===== config.mk =====
export PLATFORM = sky130hd
export DESIGN_NAME = regfile_wb_ctrl
export DESIGN_NICKNAME = d
export VERILOG_FILES = /design/src/rtl/regfile_wb_ctrl.sv
export SDC_FILE = /design/constraint.sdc
export NUM_CORES = 1
export LEC_CHECK = 0
export ABC_AREA = 1
export BUFFER_PORTS_ARGS = -buffer_cell sky130_fd_sc_hd__buf_2
export CAP_MARGIN = 0
export CORE_MARGIN = 5
export CORE_UTILIZATION = 30
export DETAILED_ROUTE_END_ITERATION = 7
export GPL_ROUTABILITY_DRIVEN = 0
export SETUP_SLACK_MARGIN = 0.2
export SLEW_MARGIN = 20
export SYNTH_ARGS = -nofsm -noshare
export SYNTH_HDL_FRONTEND = slang
export SYNTH_SLANG_ARGS = --single-unit

===== constraint.sdc =====
create_clock -name clk -period 2 [get_ports clk]
set_clock_uncertainty 0.1 [all_clocks]
set_input_delay 0.5 -clock clk [delete_from_list [all_inputs] [get_ports clk]]
set_output_delay 0.5 -clock clk [all_outputs]
set_load 0.01 [all_outputs]

===== src/rtl/regfile_wb_ctrl.sv =====
// Register-file writeback controller: merges ALU results and load returns into one write per cycle.
// Latency: an ALU or load result accepted at edge N drives regs_wen during cycle N+1.
// Backpressure: ALU always wins and is never stalled; load data waits via ld_rready; issue gated by ld_issue_ready.
module regfile_wb_ctrl #(
  parameter int LQ_DEPTH = 4
) (
  input  logic        clk,
  input  logic        rst_n,
  input  logic        alu_valid,
  input  logic [4:0]  alu_rd,
  input  logic [31:0] alu_wdata,
  input  logic        ld_issue,
  input  logic [4:0]  ld_issue_rd,
  input  logic [2:0]  ld_issue_funct3,
  input  logic [1:0]  ld_issue_off,
  output logic        ld_issue_ready,
  input  logic        ld_rvalid,
  output logic        ld_rready,
  input  logic [31:0] ld_rdata,
  input  logic [4:0]  dec_rs1,
  input  logic [4:0]  dec_rs2,
  input  logic [4:0]  dec_rd,
  output logic        hazard_stall,
  output logic [4:0]  regs_rd,
  output logic        regs_wen,
  output logic [31:0] regs_wdata
);

  localparam int PW = (LQ_DEPTH > 1) ? $clog2(LQ_DEPTH) : 1;
  localparam int CW = $clog2(LQ_DEPTH) + 1;
  localparam logic [CW-1:0] FULL_CNT = CW'(LQ_DEPTH);

  localparam logic [2:0] F3_LB  = 3'b000;
  localparam logic [2:0] F3_LH  = 3'b001;
  localparam logic [2:0] F3_LW  = 3'b010;
  localparam logic [2:0] F3_LBU = 3'b100;
  localparam logic [2:0] F3_LHU = 3'b101;

  // One outstanding load: where it goes and how to carve its data.
  typedef struct packed {
    logic [4:0] rd;
    logic [2:0] funct3;
    logic [1:0] off;
  } lq_ent_t;

  lq_ent_t        lq_q [LQ_DEPTH];
  lq_ent_t        lq_d [LQ_DEPTH];
  logic [PW-1:0]  wr_ptr_q, wr_ptr_d;
  logic [PW-1:0]  rd_ptr_q, rd_ptr_d;
  logic [CW-1:0]  count_q, count_d;
  logic           ld_issue_ready_q, ld_issue_ready_d;
  logic [31:0]    busy_q, busy_d;
  logic           regs_wen_q, regs_wen_d;
  logic [4:0]     regs_rd_q, regs_rd_d;
  logic [31:0]    regs_wdata_q, regs_wdata_d;

  lq_ent_t        head;
  lq_ent_t        new_ent;
  logic           push;
  logic           pop;
  logic [31:0]    ld_fmt;

  // Extract and extend the addressed byte/halfword; unknown load types write zero.
  function automatic logic [31:0] fmt_load(input logic [31:0] w, input logic [2:0] f3,
                                           input logic [1:0] off);
    logic [7:0]  b;
    logic [15:0] h;
    b = w[8*off +: 8];
    h = off[1] ? w[31:16] : w[15:0];
    case (f3)
      F3_LB:   fmt_load = {{24{b[7]}}, b};
      F3_LH:   fmt_load = {{16{h[15]}}, h};
      F3_LW:   fmt_load = w;
      F3_LBU:  fmt_load = {24'h0, b};
      F3_LHU:  fmt_load = {16'h0, h};
      default: fmt_load = 32'h0;
    endcase
  endfunction

  assign head      = lq_q[rd_ptr_q];
  assign new_ent   = '{rd: ld_issue_rd, funct3: ld_issue_funct3, off: ld_issue_off};
  assign ld_rready = !alu_valid && (count_q != '0);
  assign push      = ld_issue && ld_issue_ready_q;
  assign pop       = ld_rvalid && ld_rready;
  assign ld_fmt    = fmt_load(ld_rdata, head.funct3, head.off);

  // Load queue bookkeeping: pointers, occupancy and the registered not-full flag.
  always_comb begin
    lq_d     = lq_q;
    wr_ptr_d = wr_ptr_q;
    rd_ptr_d = rd_ptr_q;
    if (push) begin
      lq_d[wr_ptr_q] = new_ent;
      wr_ptr_d       = wr_ptr_q + PW'(1);
    end
    if (pop) begin
      rd_ptr_d = rd_ptr_q + PW'(1);
    end
    count_d          = count_q + CW'(push) - CW'(pop);
    ld_issue_ready_d = (count_d != FULL_CNT);
  end

  // Busy scoreboard: a new issue to a register overrides a same-cycle clear of it.
  always_comb begin
    busy_d = busy_q;
    if (pop) begin
      busy_d[head.rd] = 1'b0;
    end
    if (push) begin
      busy_d[ld_issue_rd] = 1'b1;
    end
    busy_d[0] = 1'b0;
  end

  // Write stage select: ALU first, then an accepted load; idle cycles keep address/data.
  always_comb begin
    regs_wen_d   = 1'b0;
    regs_rd_d    = regs_rd_q;
    regs_wdata_d = regs_wdata_q;
    if (alu_valid) begin
      regs_wen_d   = (alu_rd != 5'd0);
      regs_rd_d    = alu_rd;
      regs_wdata_d = alu_wdata;
    end else if (pop) begin
      regs_wen_d   = (head.rd != 5'd0);
      regs_rd_d    = head.rd;
      regs_wdata_d = ld_fmt;
    end
  end

  // State registers; reset drops every in-flight load.
  always_ff @(posedge clk or negedge rst_n) begin
    if (!rst_n) begin
      for (int i = 0; i < LQ_DEPTH; i++) begin
        lq_q[i] <= '0;
      end
      wr_ptr_q         <= '0;
      rd_ptr_q         <= '0;
      count_q          <= '0;
      ld_issue_ready_q <= 1'b1;
      busy_q           <= '0;
      regs_wen_q       <= 1'b0;
      regs_rd_q        <= '0;
      regs_wdata_q     <= '0;
    end else begin
      lq_q             <= lq_d;
      wr_ptr_q         <= wr_ptr_d;
      rd_ptr_q         <= rd_ptr_d;
      count_q          <= count_d;
      ld_issue_ready_q <= ld_issue_ready_d;
      busy_q           <= busy_d;
      regs_wen_q       <= regs_wen_d;
      regs_rd_q        <= regs_rd_d;
      regs_wdata_q     <= regs_wdata_d;
    end
  end

  // Stall decode on RAW/WAW against outstanding loads, or RAW against the write still in flight.
  always_comb begin
    hazard_stall = busy_q[dec_rs1] || busy_q[dec_rs2] || busy_q[dec_rd] ||
                   (regs_wen_q && (regs_rd_q != 5'd0) &&
                    ((regs_rd_q == dec_rs1) || (regs_rd_q == dec_rs2)));
  end

  assign ld_issue_ready = ld_issue_ready_q;
  assign regs_wen       = regs_wen_q;
  assign regs_rd        = regs_rd_q;
  assign regs_wdata     = regs_wdata_q;

endmodule


# Word-level counts from Yosys, hierarchy flattened
# Cells that the tools add are included.
# W data, S select, Z words.
[totals]
register_bits = 117
input_bits = 99
out_inout_bits = 41
wordCells = 92
[op_classes]
n_addsub = 4
n_lt_le_gt_ge = 10
eq_ne = 7
shifts = 1
n_mux = 26
n_bitwise = 5
n_reduce_logical = 19
[op_table]
columns = ["op", "n"]
rows = [
  ["$pmux W32 S5", 1],
  ["$mux W32", 4],
  ["$bwmux W40", 1],
  ["$and A32 B32 Y32", 1],
  ["$not A32 Y32", 1],
  ["$or A32 B32 Y32", 1],
  ["$shiftx A32 B6 Y8", 1],
  ["$lt A5 B6 Y1 const B", 5],
  ["$mux W10", 3],
  ["$bmux W10 S2", 1],
  ["$demux W10 S2", 1],
  ["$mux W16", 1],
  ["$bmux W1 S5", 3],
  ["$reduce_bool A5 Y1", 3],
  ["$demux W1 S5", 2],
  ["$eq A5 B5 Y1", 2],
  ["$ge A5 B1 Y1 const B", 2],
  ["$mux W5", 2],
  ["$logic_and A1 B1 Y1", 8],
  ["$mux W1", 7],
  ["$eq A3 B3 Y1 const B", 2],
  ["$ge A3 B3 Y1 const B", 2],
  ["$not A2 Y3", 2],
  ["$add A2 B1 Y2 const B", 2],
  ["11 further kinds", 14],
]

# Logic depth before layout (Yosys ltp)
[logic_depth]
word_depth = 13
depth_mapped = 13
mapped_depth_nobuf = 12

# Worst setup path before layout
# No wires, ideal clock.
[synth_path]
kind = "input -> register"
startpoint = "input port alu_valid"
endpoint = "register ld_issue_ready_q, in the netlist ld_issue_ready"
setup_time_ns = 0.082
arrival_time_ns = 2.233
required_ns = 1.818
path_slack_ns = -0.416
cell_stages = 10
path_buffers = 1
path_cell_list = "buf_2 a21oi_1 nand2_1 inv_1 ha_1 inv_1 ha_1 fa_1 nor2_1 nand2_1"
[synth_between]
elab_chain_cells = 5
[synth_lines]
columns = ["element", "line", "source"]
rows = [
  ["start, declared", "9", "input logic alu_valid,"],
  ["$logic_not A1 Y1", "82", "assign ld_rready = !alu_valid && (count_q != '0);"],
  ["$logic_and A1 B1 Y1", "82", ""],
  ["net ld_rready", "18", "output logic ld_rready,"],
  ["$logic_and A1 B1 Y1", "84", "assign pop = ld_rvalid && ld_rready;"],
  ["$sub A3 B1 Y3", "99", "count_d = count_q + CW'(push) - CW'(pop);"],
  ["net count_d[1]", "50", "logic [CW-1:0] count_q, count_d;"],
  ["$ne A3 B3 Y1", "100", "ld_issue_ready_d = (count_d != FULL_CNT);"],
  ["net ld_issue_ready_d", "51", "logic ld_issue_ready_q, ld_issue_ready_d;"],
  ["end signal, assigned", "150", "ld_issue_ready_q <= ld_issue_ready_d;"],
  ["end, declared", "51", ""],
]
# The timed path passes the listed nets, and every way through them passes these cells.
# A chain may end at the register's enable or synchronous reset.

# Final worst setup path
[layout_path]
startpoint = "register busy_q[10]"
endpoint = "output port hazard_stall"
[layout_between]
elab_chain_cells = 5
elab_cells_between_ends = 9
cone_classes = "mux: 6; reduce/logical: 3"
[layout_lines]
columns = ["element", "line", "source"]
rows = [
  ["start, declared", "52", "logic [31:0] busy_q, busy_d;"],
  ["start signal, assigned", "151", "busy_q <= busy_d;"],
  ["$bmux W1 S5", "160", "hazard_stall = busy_q[dec_rs1] || busy_q[dec_rs2] || busy_q[dec_rd] ||"],
  ["$mux W1 (implied by the code)", "160", ""],
  ["$logic_or A1 B1 Y1", "160", ""],
  ["$logic_or A1 B1 Y1 * (2 in a row)", "160", ""],
  ["end, declared", "23", "output logic hazard_stall,"],
]
# Mark *: on every way between the ends. The rest lies on a longest branch, timed or not. The select of a mux whose other input is x is not followed.

==> impl_metrics.json <==
{
  "outcome": "complete, but fails checks",
  "violations": "negative setup slack",
  "antenna_left": 0,
  "grt_use_total": 0.187,
  "cts_made_buffers": 17,
  "dp_hpwl_mm": 17.4,
  "num_io_pins": 140,
  "crit_top_cell": "nand2_1",
  "io_buffers": 139,
  "critPathMaxFanout": 3,
  "peakVddDrop_uv": 826,
  "hp-class": "input port to register",
  "start_util": 0.306,
  "cellPowerDensity_nw_per_um2": 1800,
  "clk_pin_slew_worst_paths_ns": 0.06,
  "grt_pass1_vias": 7873,
  "via_per_inst": 5.12,
  "nFillCells": 2204,
  "finalHoldWorstSlack_ns": 0.220,
  "syn_nets": 1165,
  "yosysUniqueCellTypes": 35,
  "crit_type": "register to output port",
  "antenna_found_initial": 2,
  "cts_htree_levels": 4,
  "cts_tree": "yes",
  "relSlewSlack": 0.617,
  "rsz0062_at_grt": "true",
  "overflow": 0,
  "fin_util": 0.482,
  "path_cells": "inv_2 > nand2_1 > nand3_1 > nand3_1 > nand3_2 > nand2_1 > nand2_1 > nand2_1 > nor2_1 > nand2_1 > buf_2",
  "syn_inst": 1059,
  "crit_path_start_kind": "register",
  "drt-initial-drc-count": 770,
  "period_share": 1.15,
  "crit_path_end_kind": "output port",
  "fp.coreArea_um2": 23500,
  "worst-path-buf-inv": 2,
  "slew_violations": 0,
  "worst_slack_ns": -0.309,
  "root_buffer": "clkbuf_16",
  "grt_max_degree": 43,
  "hold_viol": 0,
  "cts_sinks": 117,
  "cpMaxStageDelayCell": "dfrtp_1",
  "clkLatencyLatePin_ns": 0.42,
  "seq_area_frac_synth": 0.407,
  "via_count": 8332,
  "grt_first_pass_wirelength_mm": 40.7,
  "leakagePower_nw": 5.84,
  "critical-path-top-delay-family": "simple AND/OR/NAND/NOR gates",
  "worstPathArrival_ns": 1.71,
  "netlist_area_um2": 7200,
  "clockBufferDepth": 2,
  "wl_per_cell_um": 17.1,
  "synth_seq_cells": 117,
  "nets": 1399,
  "drc": 0,
  "first_pass_iters": 5,
  "area_growth_pct": 57.7,
  "syn_area_per_cell_um2": 6.80,
  "crit_required_ns": 1.40,
  "setup_violations": 32,
  "routed_wl_mm": 27.8,
  "drive_gt1_frac": 0.423,
  "chipWidth_um": 165,
  "tightestPinTransition_ns": 0.571,
  "die_area_um2": 27200,
  "critical_path.max_stage_delay_ns": 0.41,
  "place_ws_ns": -0.225,
  "fin_crit_ns": 2.31,
  "rows": 56,
  "die_y_um": 165,
  "drv_cap": 0,
  "max_freq_mhz": 433,
  "yosysWarnings": 0
}
## synth_stat cells (all sizes together)
cell / number / share of area
o221ai: 1 / 0.0012
o31ai: 1 / 0.0010
buf: 21 / 0.019
dfstp: 1 / 0.0037
nand3: 107 / 0.077
o21ai: 101 / 0.072
nor2: 47 / 0.029
inv: 106 / 0.056
nand2: 449 / 0.24
o211ai: 3 / 0.0031
clkbuf: 23 / 0.012
nand3b: 1 / 0.0010
fa: 1 / 0.0028
dfrtp: 116 / 0.40
a22oi: 32 / 0.033
xor2: 8 / 0.0097
clkinv: 1 / 0.00052
nor3: 20 / 0.014
ha: 6 / 0.010
o41ai: 1 / 0.0012
xnor2: 3 / 0.0037
a21oi: 10 / 0.0075
## logic make-up after synthesis
logic type | synth area share
AOI/OAI and AO/OA | 0.120
xor gates and xnor gates | 0.0134
adders and majority gates | 0.0132
buffers and inverters | 0.0874
DFF | 0.407
and+or+nand+nor | 0.359
## power breakdown
| group | internal, mW | switching, mW | leakage [nW] | total (mW) |
|---|---|---|---|---|
| sequential | 3.41 | 0.771 | 1.41 | 4.18 |
| combinational | 5.70 | 7.42 | 4.13 | 13.1 |
| clock | 2.04 | 1.10 | 0.296 | 3.15 |
| total | 11.2 | 9.30 | 5.84 | 20.5 |
## cell usage in the layout (no fill, tap or decap), types with 4 or more instances in the layout
cell       instances
nor3_1            14
inv_1             62
ha_1               4
inv_2             36
dfrtp_2            4
o21ai_2           27
buf_12            17
buf_6             40
buf_8              5
buf_16             8
clkbuf_16         17
nor2_4            14
clkinv_2           5
nand2_4           53
a21oi_4            4
bufinv_16          4
nand2_8            4
a21oi_1            4
buf_4             50
nand3_2           17
xor2_1             7
a22oi_1           32
nand3_4           13
nor2_2            12
o21ai_1           27
nand2_1          334
nor2_1            20
nand3_1           78
nor3_2             4
nand2_2           58
o21ai_0           47
buf_2            137
dfrtp_1          112
## what timing repair did
item,CTS,global route
setup endpoints to repair,65,73
hold buffers,1,0
resized for setup,232,191
buffers inserted,29,16
pin swaps,77,79
hold endpoints to repair,20,0
cloned,11,1
## sequential cells by signal, indices dropped and copies added, names as in the netlist, 2 cells and up
name / cells
lq_q: 40
regs_wdata: 32
busy_q: 31
regs_rd: 5
count_q: 3
rd_ptr_q: 2
wr_ptr_q: 2
## per-layer routing
layer,global-route usage,part of all wire
met1,0.254,0.41
met2,0.299,0.48
met3,0.0282,0.063
met4,0.0786,0.043
met5,0,0
## worst register-to-register path: cells and delay by family, from the launching register on
kind | cells | cell delay [ns]
buffers and inverters | 6 | 0.68
and+or+nand+nor | 5 | 0.51
DFF | 1 | 0.46
AOI/OAI and AO/OA | 2 | 0.25
## final timing paths
kind / start / endpoint / slack [ns] / cells after the start
worst max-delay path: busy_q[10]$_DFF_PN0_ / hazard_stall / -0.31 / 11
worst min-delay path: alu_wdata[14] / regs_wdata[14]$_DFFE_PN0P_ / 0.22 / 3
worst max register to register: rd_ptr_q[0]$_DFFE_PN0N_ / busy_q[20]$_DFF_PN0_ / -0.10 / 13
worst min register to register: lq_q[10]$_DFFE_PN0P_ / lq_q[10]$_DFFE_PN0P_ / 0.38 / 2
max in group asynchronous: rst_n / lq_q[18]$_DFFE_PN0P_ / 0.79 / 3
min in group asynchronous: rst_n / regs_wdata[21]$_DFFE_PN0P_ / 0.45 / 2
## area by class of cell
type | instances | area [um^2] | share of cell area
antenna | 3 | 7.51 | 0.000661
clock buffer | 22 | 474 | 0.0418
clock inverter | 9 | 126 | 0.0111
inverter | 107 | 464 | 0.0409
multi-input combinational | 792 | 4790 | 0.422
sequential | 117 | 2930 | 0.258
tap | 319 | 399 | 0.0352
timing repair buffer | 258 | 2160 | 0.190
## through the flow
step	instance area [um^2]	total power, mW	setup TNS [ns]	std cells
finish	11400	20.5	-1.65	1627
global route	11300	21.6	-6.58	1626
CTS	10600	18.0	-0.275	1607
detailed placement	8740	11.3	-0.418	1535
global placement	8740	11.2	-0.338	1535
floorplan	7340	8.75	-0.128	1059
Power figures use the tool's default switching activity.
